File: src/rtl/tick_counter_gen.sv
// Rate-selectable tick generator driving an up/down modulo counter (0..WRAP_VAL).
// Optional TICKGEN_ONESHOT_EN: the counter stops at its terminal value instead of wrapping.
module tick_counter_gen #(
  parameter int CLK_HZ   = 50_000_000,
  parameter int CNT_W    = 4,
  parameter int WRAP_VAL = 10,
  parameter int DIV_W    = 28
) (
  input  logic             CLOCK_50,
  input  logic             reset,
  input  logic [2:0]       clk_speed,
  input  logic             run,
  input  logic             dir_down,
  input  logic             load,
  input  logic [CNT_W-1:0] load_val,
  output logic [CNT_W-1:0] count,
  output logic             tick,
  output logic             wrap
);

  localparam logic [CNT_W-1:0] LP_WRAP = CNT_W'(WRAP_VAL);

  logic [2:0]       r_sel;
  logic [DIV_W-1:0] r_div;
  logic [CNT_W-1:0] r_count;
  logic             r_tick;
  logic             r_wrap;

  logic             w_sel_change;
  logic             w_active;
  logic             w_step;
  logic             w_at_term;
  logic [CNT_W-1:0] w_count_step;
  logic [CNT_W-1:0] w_load_sat;

  // Reload value (PERIOD-1) for each rate select; hold selects park the divider at 0.
  function automatic logic [DIV_W-1:0] period_m1(input logic [2:0] sel);
    logic [DIV_W-1:0] p;
    case (sel)
      3'd0:    p = '0;
      3'd1:    p = DIV_W'(CLK_HZ - 1);
      3'd2:    p = DIV_W'(CLK_HZ / 2 - 1);
      3'd3:    p = DIV_W'(CLK_HZ / 4 - 1);
      3'd4:    p = DIV_W'(CLK_HZ / 10 - 1);
      default: p = '0;
    endcase
    return p;
  endfunction

  assign w_sel_change = (clk_speed != r_sel);
  assign w_active     = run && (r_sel < 3'd5);
  assign w_step       = !w_sel_change && w_active && (r_div == '0);

  assign w_at_term    = dir_down ? (r_count == '0) : (r_count == LP_WRAP);
  assign w_count_step = dir_down ? (w_at_term ? LP_WRAP : r_count - CNT_W'(1))
                                 : (w_at_term ? '0      : r_count + CNT_W'(1));
  assign w_load_sat   = (load_val > LP_WRAP) ? LP_WRAP : load_val;

  // A rate change restarts the divider with a full new period and suppresses that cycle's step.
  always_ff @(posedge CLOCK_50 or posedge reset) begin
    if (reset) begin
      r_sel <= 3'd0;
      r_div <= '0;
    end else if (w_sel_change) begin
      r_sel <= clk_speed;
      r_div <= period_m1(clk_speed);
    end else if (w_active) begin
      r_div <= (r_div == '0) ? period_m1(r_sel) : r_div - DIV_W'(1);
    end
  end

`ifdef TICKGEN_ONESHOT_EN
  logic r_done;
  logic r_done_dir;

  always_ff @(posedge CLOCK_50 or posedge reset) begin
    if (reset) begin
      r_done     <= 1'b0;
      r_done_dir <= 1'b0;
    end else if (load) begin
      r_done <= 1'b0;
    end else if (w_step && !r_done && w_at_term) begin
      r_done     <= 1'b1;
      r_done_dir <= dir_down;
    end else if (r_done && (dir_down != r_done_dir)) begin
      r_done <= 1'b0;
    end
  end
`endif

  // Load wins over a coincident step; strobes default low every cycle.
  always_ff @(posedge CLOCK_50 or posedge reset) begin
    if (reset) begin
      r_count <= '0;
      r_tick  <= 1'b0;
      r_wrap  <= 1'b0;
    end else begin
      r_tick <= 1'b0;
      r_wrap <= 1'b0;
      if (load) begin
        r_count <= w_load_sat;
      end else if (w_step) begin
`ifdef TICKGEN_ONESHOT_EN
        if (!r_done) begin
          if (w_at_term) begin
            r_wrap <= 1'b1;
          end else begin
            r_count <= w_count_step;
            r_tick  <= 1'b1;
          end
        end
`else
        r_count <= w_count_step;
        r_tick  <= 1'b1;
        r_wrap  <= w_at_term;
`endif
      end
    end
  end

  assign count = r_count;
  assign tick  = r_tick;
  assign wrap  = r_wrap;

endmodule

File: config.mk
export PLATFORM = sky130hd
export DESIGN_NAME = tick_counter_gen
export DESIGN_NICKNAME = d
export VERILOG_FILES = /design/src/rtl/tick_counter_gen.sv
export SDC_FILE = /design/constraint.sdc
export NUM_CORES = 1
export LEC_CHECK = 0
export ABC_AREA = 1
export BUFFER_PORTS_ARGS = -buffer_cell sky130_fd_sc_hd__buf_2
export CAP_MARGIN = 20
export CORE_UTILIZATION = 45
export CTS_CLUSTER_DIAMETER = 100
export DETAILED_ROUTE_END_ITERATION = 12
export GPL_ROUTABILITY_DRIVEN = 1
export PLACE_DENSITY = 0.63
export SLEW_MARGIN = 0
export SYNTH_ARGS = -nofsm -noshare
export SYNTH_HDL_FRONTEND = slang
export SYNTH_SLANG_ARGS = --single-unit
File: constraint.sdc
create_clock -name CLOCK_50 -period 2.2 [get_ports CLOCK_50]
set_clock_uncertainty 0.2 [all_clocks]
set_input_delay 0.22 -clock CLOCK_50 [delete_from_list [all_inputs] [get_ports CLOCK_50]]
set_output_delay 0.22 -clock CLOCK_50 [all_outputs]
set_load 0.01 [all_outputs]
======== Word level (Yosys, flattened, before mapping) ========
Index checks and enable logic that the tools add are counted.
operators by class
  $add $sub $neg .......................... 3
  $lt $le $gt $ge ......................... 2
  equality and inequality tests ........... 10
  muxes and demuxes ....................... 16
  reductions and logical operators ........ 8
operators with widths
  cell                                                                   count
  26-bit one-hot mux with 4 select lines                                 2
  28-bit 2-to-1 mux                                                      3
  28-bit logical NOT                                                     1
  28-bit by 1-bit subtractor with 28-bit output, second input constant   1
  4-bit 2-to-1 mux                                                       6
  3-bit by 2-bit equality test with 1-bit output, second input constant  4
  3-bit by 1-bit equality test with 1-bit output, second input constant  2
  3-bit equality test, second input constant                             2
  1-bit 2-to-1 mux                                                       5
  4-bit by 1-bit adder with 4-bit output, second input constant          1
  4-bit equality test, second input constant                             1
  4-bit greater-than comparator, second input constant                   1
  4-bit logical NOT                                                      1
  2-bit nonzero test                                                     2
  4-bit by 1-bit subtractor with 4-bit output, second input constant     1
  1-bit logical AND                                                      3
  3-bit less-than comparator, second input constant                      1
  3-bit inequality test                                                  1
  1-bit logical NOT                                                      1
storage, ports and cells
  register bits ........................... 37
  input bits .............................. 12
  output and inout port bits .............. 6
  word-level logic and storage cells ...... 44

======== Depth between registers and ports, before layout ========
Gate-level depths: netlist (run 1).
  word-level depth ........................ 6
  depth in mapped cells ................... 12
  gate-level depth less buffers ........... 12

======== Worst setup path before layout (run 1) ========
Ideal clock, no wire load.
  path type ............................... flip-flop to flip-flop
  start point ............................. reg r_div[0]
  end point ............................... reg r_count[1] (netlist: count[1])
  arrival ................................. 1.453 ns
  slack ................................... 0.426 ns
  cell stages (with the launch flop) ...... 12
  path buffers ............................ 0
  cell sequence ........................... dfrtp_1 > inv_1 > ha_1 > nand3_1 > nor3_2 > nand3_2 > clkinv_2 > nand2_4 > nand2_4 > inv_1 > nand2_1 > nand2_1
on the way
  word-level cells in the longest chain between the ends .. 3
RTL lines
  item                                 RTL line  source
  from (decl)                          24        logic [DIV_W-1:0] r_div;
  from (signal assigned)               66        r_div <= period_m1(clk_speed);
  from (signal assigned)               68        r_div <= (r_div == '0) ? period_m1(r_sel) : r_div - DIV_W'(1);
  28-bit logical NOT                   52        assign w_step = !w_sel_change && w_active && (r_div == '0);
  1-bit logical AND                    52
  2-bit nonzero test (no source line)  -
  to (signal assigned)                 101       r_count <= w_load_sat;
  to (signal assigned)                 113       r_count <= w_count_step;
  to (decl)                            25        logic [CNT_W-1:0] r_count;
Every way passes these cells.
A chain may end at the register's enable or synchronous reset.

======== Worst setup path in the final report (run 1) ========
  start point ............................. in clk_speed[0]
  end point ............................... reg r_div[1]
on the way
  word-level cells in the longest chain between the ends .. 3
RTL lines
  item                                               RTL line  source
  from (decl)                                        11        input logic [2:0] clk_speed,
  3-bit equality test, or another cell as far along  39        case (sel)
  26-bit one-hot mux with 4 select lines             39
  28-bit 2-to-1 mux                                  64        end else if (w_sel_change) begin
Parallel ways exist; a longest one is shown, timed or not.

==> impl_metrics.yaml, run 1 <==
outcome:
  status: "completed"
logic_synthesis:
  synth_top_cell_area_share_pct: 30.7
  yosysMostFrequentCell: "nand2_1"
  synth_warnings: 0
  netlist_area_sq_um: 3020
  synth_cell_type_count: 38
  synth-edff-count: 0
  async_reset_ff_share_pct: 100
  syn_nets: 480
  yosys-top-cells-count: "134 x nand2_1, 65 x nor2_1, 55 x inv_1"
  synth-seq-cells: 37
  yosys-top-cells-area: "dfrtp_1 31%, nand2_1 17%, nor2_1 8.1%, inv_1 6.8%, xor2_1 4.4%"
  ys_seq_area_share_pct: 30.7
  netlist_instances: 463
  synth_flop_cell: "dfrtp_1"
  syn_avg_cell_area_sq_um: 6.52
  yosysTopAreaCell: "dfrtp_1"
route:
  viasPerCell: 5.32
  drtIter0Drc: 172
  ant_nets: 0
  drc: 0
  routedWlPerCell_microns: 13.6
  drtPass1Iterations: 5
  vias: 3031
  routed_wl_microns: 7770
clocking:
  path_clk_slew_ns: 0.07
  cts_tree: "done"
  h-tree-depth: 2
  clock-sinks: 37
  numCtsBuffers: 5
  insertion_delay_ns: 0.29
  clock-root-buffer: "clkbuf_8"
  clock_path_buffers: 2
timing:
  hold_viol: 0
  setup_violations: 0
  fmax_ghz: 0.481
  final.setup.worst_slack_ns: 0.120
  finalMaxSlewViolations: 0
  slew_headroom_pct: 66.9
  period_share_pct: 94.5
  final.min_clock_period_ns: 2.08
  worstMarginPinSlew_ns: 0.496
worst_hold_path:
  hold_class: "input pin to flip-flop"
  holdCritStartpoint: "load_val[1]"
  hold_depth: 5
  holdPathEnd: "count[1]"
setup_path:
  rrSetupSlack_ns: 0.17
  crit_slowest_cell: "dlygate4sd3_1"
  timing_worst_setup_path_type: "input pin to flip-flop"
  crit_family: "buffers and inverters"
  cp-end-kind: "flip-flop"
  timing.rr.start: "r_div[0]"
  arrival_ns: 2.10
  path_buf_inv: 5
  crit_chain: "dlygate4sd3_1 > buf_2 > xor2_1 > nor2_2 > nand2_4 > inv_4 > buf_4 > o21ai_1 > inv_2 > a21oi_1"
  timing.rr.end: "count[3]"
  ff2ff_path_depth: 11
  start_kind: "input pin"
  path_max_fanout: 18
  cp.required_ns: 2.22
  cpPeakStageDelay_ns: 0.52
pwr:
  total_power_mw: 2.02
  irDropWorstVdd_mv: 0.292
  leakagePower_nw: 1.76
  power.density_nw_per_um2: 600
floorplanning:
  ios: 18
  num_rows: 29
  start_util_pct: 47.0
  die_x_microns: 83.9
  die_area_sq_um: 7040
  core_sq_um: 6420
  die_h_microns: 83.9
placement:
  preCtsSetupSlack_ns: 0.163
  hpwl_microns: 6080
  place_congestion: 0.967
  io_buffers: 17
  post-place-cells: 558
global_routing:
  grt.met1_usage_pct: 31.0
  grt_pass1_wl_microns: 13400
  grt_use_met3_pct: 2.67
  overflow: 0
  grt_busiest_layer: "met2"
  grt_pass1_vias: 2852
  grt_use_total_pct: 23.9
  grt_use_met2_pct: 41.7
  grt_max_degree: 38
  grt_antenna_before_repair: 0
layout:
  syn_to_final_growth_pct: 11.5
  nets: 510
  antenna_cells: 0
  fill_cells: 663
  layoutNonFillerInstCount: 570
  finish.utilization_pct: 52.4
  drive_gt1_share_pct: 15.2
flow_run:
  maxCapViolCount: 0
[sequential cells by signal, indices dropped and copies added (netlist names)]
signal / cells
count: 4
r_sel: 3
r_div: 28
tick: 1
wrap: 1
[through the flow]
stage,setup TNS (ns),cell area (sq um),hold slack (ns)
after floorplan,0,3020,0.0822
after global placement,0,3220,0.164
after detailed placement,0,3220,0.167
after CTS,0,3360,0.0667
after global routing,-0.00741,3370,0.0913
final,0,3370,0.0677
[worst max-delay path by stage]
| stage | startpoint | end | slack [ns] | depth (start not counted) |
|---|---|---|---|---|
| 5_1_grt | r_div[0] | r_div[1] | -0.007 | 10 |
| 2_1_floorplan | r_div[0] | count[1] | 0.43 | 11 |
| 3_3_place_gp | r_div[24] | r_div[1] | 0.19 | 9 |
| 4_1_cts | clk_speed[0] | r_div[1] | 0.07 | 10 |
| 6_report | clk_speed[0] | r_div[1] | 0.12 | 10 |
| 3_5_place_dp | r_div[0] | r_div[1] | 0.16 | 10 |
[per-layer routing]
| metal | vias up | share of wire [%] |
|---|---|---|
| met5 | - | 0 |
| met4 | 0 | 1.7 |
| met3 | 12 | 4.0 |
| met2 | 89 | 48 |
| met1 | 1406 | 46 |
| li1 | 1524 | - |
[what timing repair did]
action	CTS	global route
buffers inserted	0	0
hold buffers	5	0
endpoints found under the setup margin	0	12
hold endpoints to repair	41	0
gates resized for setup	0	5
[layout make-up]
class                   instances  area, sq um  share of cell area [%]
well taps                      77         96.3                    2.86
inverters                      61          234                    6.95
repair buffers                 30          195                    5.80
clock buffers                   7         86.3                    2.56
flip-flops and latches         37          926                    27.5
multi-input cells             358         1830                    54.3
[tightest hold or removal path, cell delays in order]
cell,delay [ns]
buf_2,0.09
a21oi_1,0.04
nor2_1,0.08
a21oi_1,0.05
nand2_1,0.05
[cells in the final DEF, fill, tap and decap left out, types with 3 or more instances in the layout]
| cell | synthesis | final |
|---|---|---|
| dfrtp_1 | 37 | 37 |
| nor2_1 | 65 | 63 |
| nand3_1 | 26 | 26 |
| inv_1 | 55 | 54 |
| nand2_2 | 9 | 8 |
| xor2_1 | 15 | 15 |
| clkbuf_8 | 0 | 6 |
| nand3b_1 | 3 | 3 |
| o21ai_0 | 17 | 16 |
| nor2_4 | 4 | 4 |
| nand4_1 | 13 | 13 |
| inv_2 | 3 | 4 |
| o211ai_1 | 3 | 3 |
| nand2_4 | 6 | 7 |
| buf_2 | 2 | 17 |
| ha_1 | 5 | 5 |
| a21oi_1 | 19 | 19 |
| nor2_2 | 10 | 12 |
| buf_4 | 1 | 8 |
| xnor2_1 | 4 | 4 |
| o21ai_1 | 6 | 7 |
| nor3_1 | 5 | 5 |
| dlygate4sd3_1 | 0 | 5 |
| nand2_1 | 134 | 134 |
[cells by family (layout without fill, tap and decap cells)]
group / after synthesis / in the layout / share of synthesized area [%]
buf+inv: 68 / 98 / 9.08
xor+xnor: 19 / 19 / 5.51
flops: 37 / 37 / 30.7
compound gates: 52 / 52 / 9.53
fa+ha+maj: 5 / 5 / 2.07
simple gates: 282 / 282 / 43.1
[power by group]
group / switching, mW / internal, mW / leakage, nW
Clock: 0.238 / 0.249 / 0.0443
Combinational: 0.426 / 0.246 / 1.25
Sequential: 0.104 / 0.756 / 0.466
No activity file was read; power rests on OpenSTA's default activity.
==> run 2: changes to the inputs <==
- CELL_PAD_IN_SITES_DETAIL_PLACEMENT: unset -> 0
- CELL_PAD_IN_SITES_GLOBAL_PLACEMENT: unset -> 1
- CORE_UTILIZATION: 45 -> 44
- PLACE_DENSITY: 0.63 -> 0.81
==> run 2 against run 1 <==
Clock power up 35%. Design area is 1.1% higher. Worst hold slack gained 0.0039 ns. Highest routed layer unchanged. Fmax rose by 1.6%. Non-clock buffer count is the same. Utilization is essentially flat. Sequential cell count is the same.
==> impl_metrics.yaml, run 2 (same netlist as run 1, synthesis figures left out) <==
route:
  drtIter0Drc: 181
  viasPerCell: 5.21
  routed_wl_microns: 8330
  ant_nets: 0
  drtPass1Iterations: 4
  vias: 2976
  drc: 0
  routedWlPerCell_microns: 14.6
outcome:
  status: "completed"
floorplanning:
  num_rows: 29
  ios: 18
  core_sq_um: 6490
  die_x_microns: 84.8
  start_util_pct: 46.5
  die_h_microns: 84.8
  die_area_sq_um: 7200
layout:
  drive_gt1_share_pct: 15.6
  largest_reg_flops: 28
  regMostFlops: "r_div"
  syn_to_final_growth_pct: 12.8
  layoutNonFillerInstCount: 571
  final_cell_mix: "134 x nand2_1, 64 x nor2_1, 55 x inv_1"
  antenna_cells: 0
  nets: 510
  finish.utilization_pct: 52.4
  final_common_cell: "nand2_1"
global_routing:
  grt_pass1_wl_microns: 14000
  grt_max_degree: 38
  grt_antenna_before_repair: 0
  grt_use_total_pct: 25.3
  overflow: 0
  grt_pass1_vias: 2852
clocking:
  clock_path_buffers: 2
  cts_tree: "done"
  path_clk_slew_ns: 0.09
  clock-root-buffer: "clkbuf_8"
  clock-sinks: 37
  numCtsBuffers: 5
  h-tree-depth: 2
  insertion_delay_ns: 0.30
pwr:
  total_power_mw: 2.19
  intPower_mw: 1.37
  clkPwrFrac_pct: 29.8
  power.density_nw_per_um2: 644
  netSwitchingPower_mw: 0.821
  switching_share_pct: 37.4
  irDropWorstVdd_mv: 0.413
  leakagePower_nw: 1.78
  sequentialPowerShare_pct: 39.2
  comb_power_share_pct: 31.0
setup_path:
  start_kind: "input pin"
  cp.required_ns: 2.18
  rrSetupSlack_ns: 0.20
  timing.rr.start: "r_div[0]"
  timing_worst_setup_path_type: "input pin to flip-flop"
  arrival_ns: 2.03
  cp-end-kind: "flip-flop"
  path_max_fanout: 18
  timing.rr.end: "count[1]"
  ff2ff_path_depth: 11
timing:
  fin_tns_setup_ns: 0
  final.min_clock_period_ns: 2.05
  setup_violations: 0
  finalMaxSlewViolations: 0
  slew_headroom_pct: 67.0
  hold_viol: 0
  rsz0062_at_grt: "false"
  fmax_ghz: 0.488
  worstMarginPinSlew_ns: 0.495
  period_share_pct: 93.1
placement:
  post-place-cells: 558
  hpwl_microns: 6440
  place_congestion: 1.01
  io_buffers: 17
flow_run:
  maxCapViolCount: 0
worst_hold_path:
  holdPathEnd: "count[1]"
  hold_class: "input pin to flip-flop"
  hold_depth: 5
  holdCritStartpoint: "load_val[1]"
==> run 2: layout make-up <==
cell class | instances | area (sq um)
Timing Repair Buffer | 30 | 195
Tap cell | 77 | 96.3
Fill cell | 664 | 3090
Sequential cell | 37 | 926
Clock buffer | 6 | 82.6
Inverter | 61 | 234
Clock inverter | 2 | 37.5
Multi-Input combinational cell | 358 | 1830
==> run 2: power groups by stage <==
stage                     clock network, mW  logic [mW]  registers, mW
after floorplan                           0       0.481          0.854
final                                 0.654       0.680          0.859
after global placement                    0       0.672          0.868
after detailed placement                  0       0.667          0.870
after CTS                             0.654       0.677          0.857
after global routing                  0.684       0.780          0.869
==> run 2: through the flow <==
step	hold slack [ns]	worst slack, ns	instance area (sq um)
after floorplan	0.0822	0.426	3020
after global placement	0.163	0.168	3220
after detailed placement	0.165	0.163	3220
after CTS	0.0747	0.0317	3390
after global routing	0.102	0.00641	3400
final	0.0716	0.153	3400
==> run 2: how the worst max path moves through the flow <==
stage / from / end / slack, ns / cells past startpoint
2_1_floorplan: r_div[0] / count[1] / 0.43 / 11
3_3_place_gp: r_div[24] / r_div[1] / 0.17 / 9
3_5_place_dp: r_div[24] / r_div[1] / 0.16 / 9
4_1_cts: clk_speed[1] / r_div[4] / 0.03 / 10
5_1_grt: r_div[11] / r_div[1] / 0.006 / 11
6_report: clk_speed[2] / r_div[4] / 0.15 / 9
==> run 2: critical path, stage by stage <==
cell,delay [ns]
dlygate4sd3_1,0.53
buf_2,0.16
xnor2_1,0.24
nand2_4,0.15
inv_4,0.09
buf_4,0.22
o21ai_2,0.11
inv_1,0.20
a21oi_1,0.11
==> run 2: repair_timing <==
action	4_1_cts	5_1_grt
setup endpoints to repair	0	10
gates resized for setup	0	4
buffers inserted	0	0
hold buffers	5	0
endpoints found under the hold margin	42	0
==> run 2: layer usage <==
| metal | GRT usage [%] | share of wire [%] |
|---|---|---|
| met2 | 43.0 | 46 |
| met1 | 32.9 | 47 |
| met3 | 3.31 | 4.7 |
| met4 | 9.24 | 2.8 |
| met5 | 0 | 0 |
==> run 3: changes to the inputs <==
- clock period: 2.2 -> 2.1 ns (I/O delays scaled with it)
==> run 3 against run 2 <==
Non-clock buffer count rose by 10. Combinational power up 10%. First-iteration DRC count increased by 38%. Routed wire length up 0.95%. Total power decreased by 1.2%. Worst hold slack lost 0.0015 ns. Utilization increased by 0.96 points. Sequential power up 4.0%. Global-route usage decreased by 0.34 points. Highest routed layer unchanged.
==> impl_metrics.yaml, run 3 (same netlist as run 1, synthesis figures left out) <==
outcome:
  status: "completed"
pwr:
  power.density_nw_per_um2: 625
  leakagePower_nw: 1.80
  irDropWorstVdd_mv: 0.339
  total_power_mw: 2.17
clocking:
  clock-sinks: 37
  path_clk_slew_ns: 0.07
  numCtsBuffers: 5
  clock_path_buffers: 2
  insertion_delay_ns: 0.29
  clock-root-buffer: "clkbuf_8"
  h-tree-depth: 2
  cts_tree: "done"
route:
  drtIter0Drc: 250
  dr_wl_met2_microns: 3940
  top_layer: "met4"
  drc: 0
  ant_nets: 0
  routed_wl_microns: 8410
  viasPerCell: 5.19
  wl_met1_microns: 3920
  routedWlPerCell_microns: 14.5
  drtPass1Iterations: 4
  vias: 3010
  met3_length_microns: 405
setup_path:
  timing_worst_setup_path_type: "input pin to flip-flop"
  start_kind: "input pin"
  cp.required_ns: 2.11
  cp-end-kind: "flip-flop"
  path_max_fanout: 12
  arrival_ns: 2.00
timing:
  final.min_clock_period_ns: 1.99
  slew_headroom_pct: 67.5
  period_share_pct: 94.6
  hold_viol: 0
  holdWs_ns: 0.0700
  worstMarginPinSlew_ns: 0.487
  rsz0062_at_grt: "true"
  fin_tns_setup_ns: 0
  fmax_ghz: 0.504
  finalMaxSlewViolations: 0
  setup_violations: 0
global_routing:
  grt_pass1_wl_microns: 13900
  grt_max_degree: 38
  overflow: 0
  grt_antenna_before_repair: 0
  grt_pass1_vias: 2861
  grt_use_total_pct: 24.9
placement:
  hpwl_microns: 6640
  io_buffers: 17
  post-place-cells: 567
  place_congestion: 0.950
layout:
  largest_reg_flops: 28
  syn_to_final_growth_pct: 14.8
  finish.utilization_pct: 53.4
  final_common_cell: "nand2_1"
  nets: 520
  register_area_sq_um: 928
  layoutNonFillerInstCount: 580
  regMostFlops: "r_div"
  final_cell_mix: "134 x nand2_1, 60 x nor2_1, 55 x inv_1"
  antenna_cells: 0
  drive_gt1_share_pct: 18.5
  multi_input_area_sq_um: 1850
  fill_cells: 679
floorplanning:
  die_x_microns: 84.8
  num_rows: 29
  start_util_pct: 46.5
  die_area_sq_um: 7200
  die_h_microns: 84.8
  core_sq_um: 6490
  ios: 18
flow_run:
  maxCapViolCount: 0
worst_hold_path:
  hold_class: "input pin to flip-flop"
[run 3: cell count changes in the layout (fill, tap and decap cells not counted), moves of 2 or more]
cell	delta
dfrtp_1	-2
dfrtp_2	+2
nor3_2	+2
nor2_2	+4
buf_4	+10
o21ai_1	+2
nor3_1	-2
nor2_1	-4
[run 3: metrics by stage]
step / setup slack (ns) / area, sq um
floorplan: 0.326 / 3020
global placement: 0.0817 / 3290
detailed placement: 0.115 / 3290
CTS: 0.0206 / 3420
global route: -0.00155 / 3470
finish: 0.114 / 3470
[run 3: final timing paths]
kind	start	to	slack, ns	cells after the start
hold / removal	load_val[1]	count[1]	0.07	5
setup / recovery	clk_speed[1]	r_div[3]	0.11	10
min in group asynchronous	reset	count[2]	0.38	4
setup reg to reg	r_div[23]	r_div[20]	0.12	9
hold reg to reg	r_div[0]	r_div[0]	0.37	2
max in group asynchronous	reset	r_div[14]	0.97	4
[run 3: layout make-up]
cell class / instances / share of cell area, %
multi-input cells: 358 / 53.4
flip-flops and latches: 37 / 26.8
repair buffers: 40 / 7.80
inverters: 61 / 6.75
well taps: 77 / 2.78
clock buffers: 7 / 2.49
[run 3: layer usage]
layer | up-vias | track usage [%]
li1 | 1549 | -
met1 | 1375 | 33.0
met2 | 75 | 43.2
met3 | 11 | 3.70
met4 | 0 | 5.70
met5 | - | 0
[run 3: repair_timing]
action                                  in CTS  in global routing
hold buffers                                 5                  0
buffers inserted                             0                  1
endpoints found under the hold margin       42                  0
resized for setup                            0                 12
endpoints found under the setup margin       0                 20
[run 3: power breakdown]
part           switching (mW)  total (mW)  internal (mW)
logic                   0.468       0.748          0.280
registers              0.0993       0.893          0.793
clock network           0.264       0.525          0.261
[run 3: critical path, cell delays in order]
cell and delay, ns:
dlygate4sd3_1 0.53, buf_2 0.15, xor2_1 0.15, nor2_2 0.13
nand2_4 0.12, inv_4 0.10, nand2_4 0.10, o21ai_1 0.16
inv_1 0.17, a21oi_1 0.18
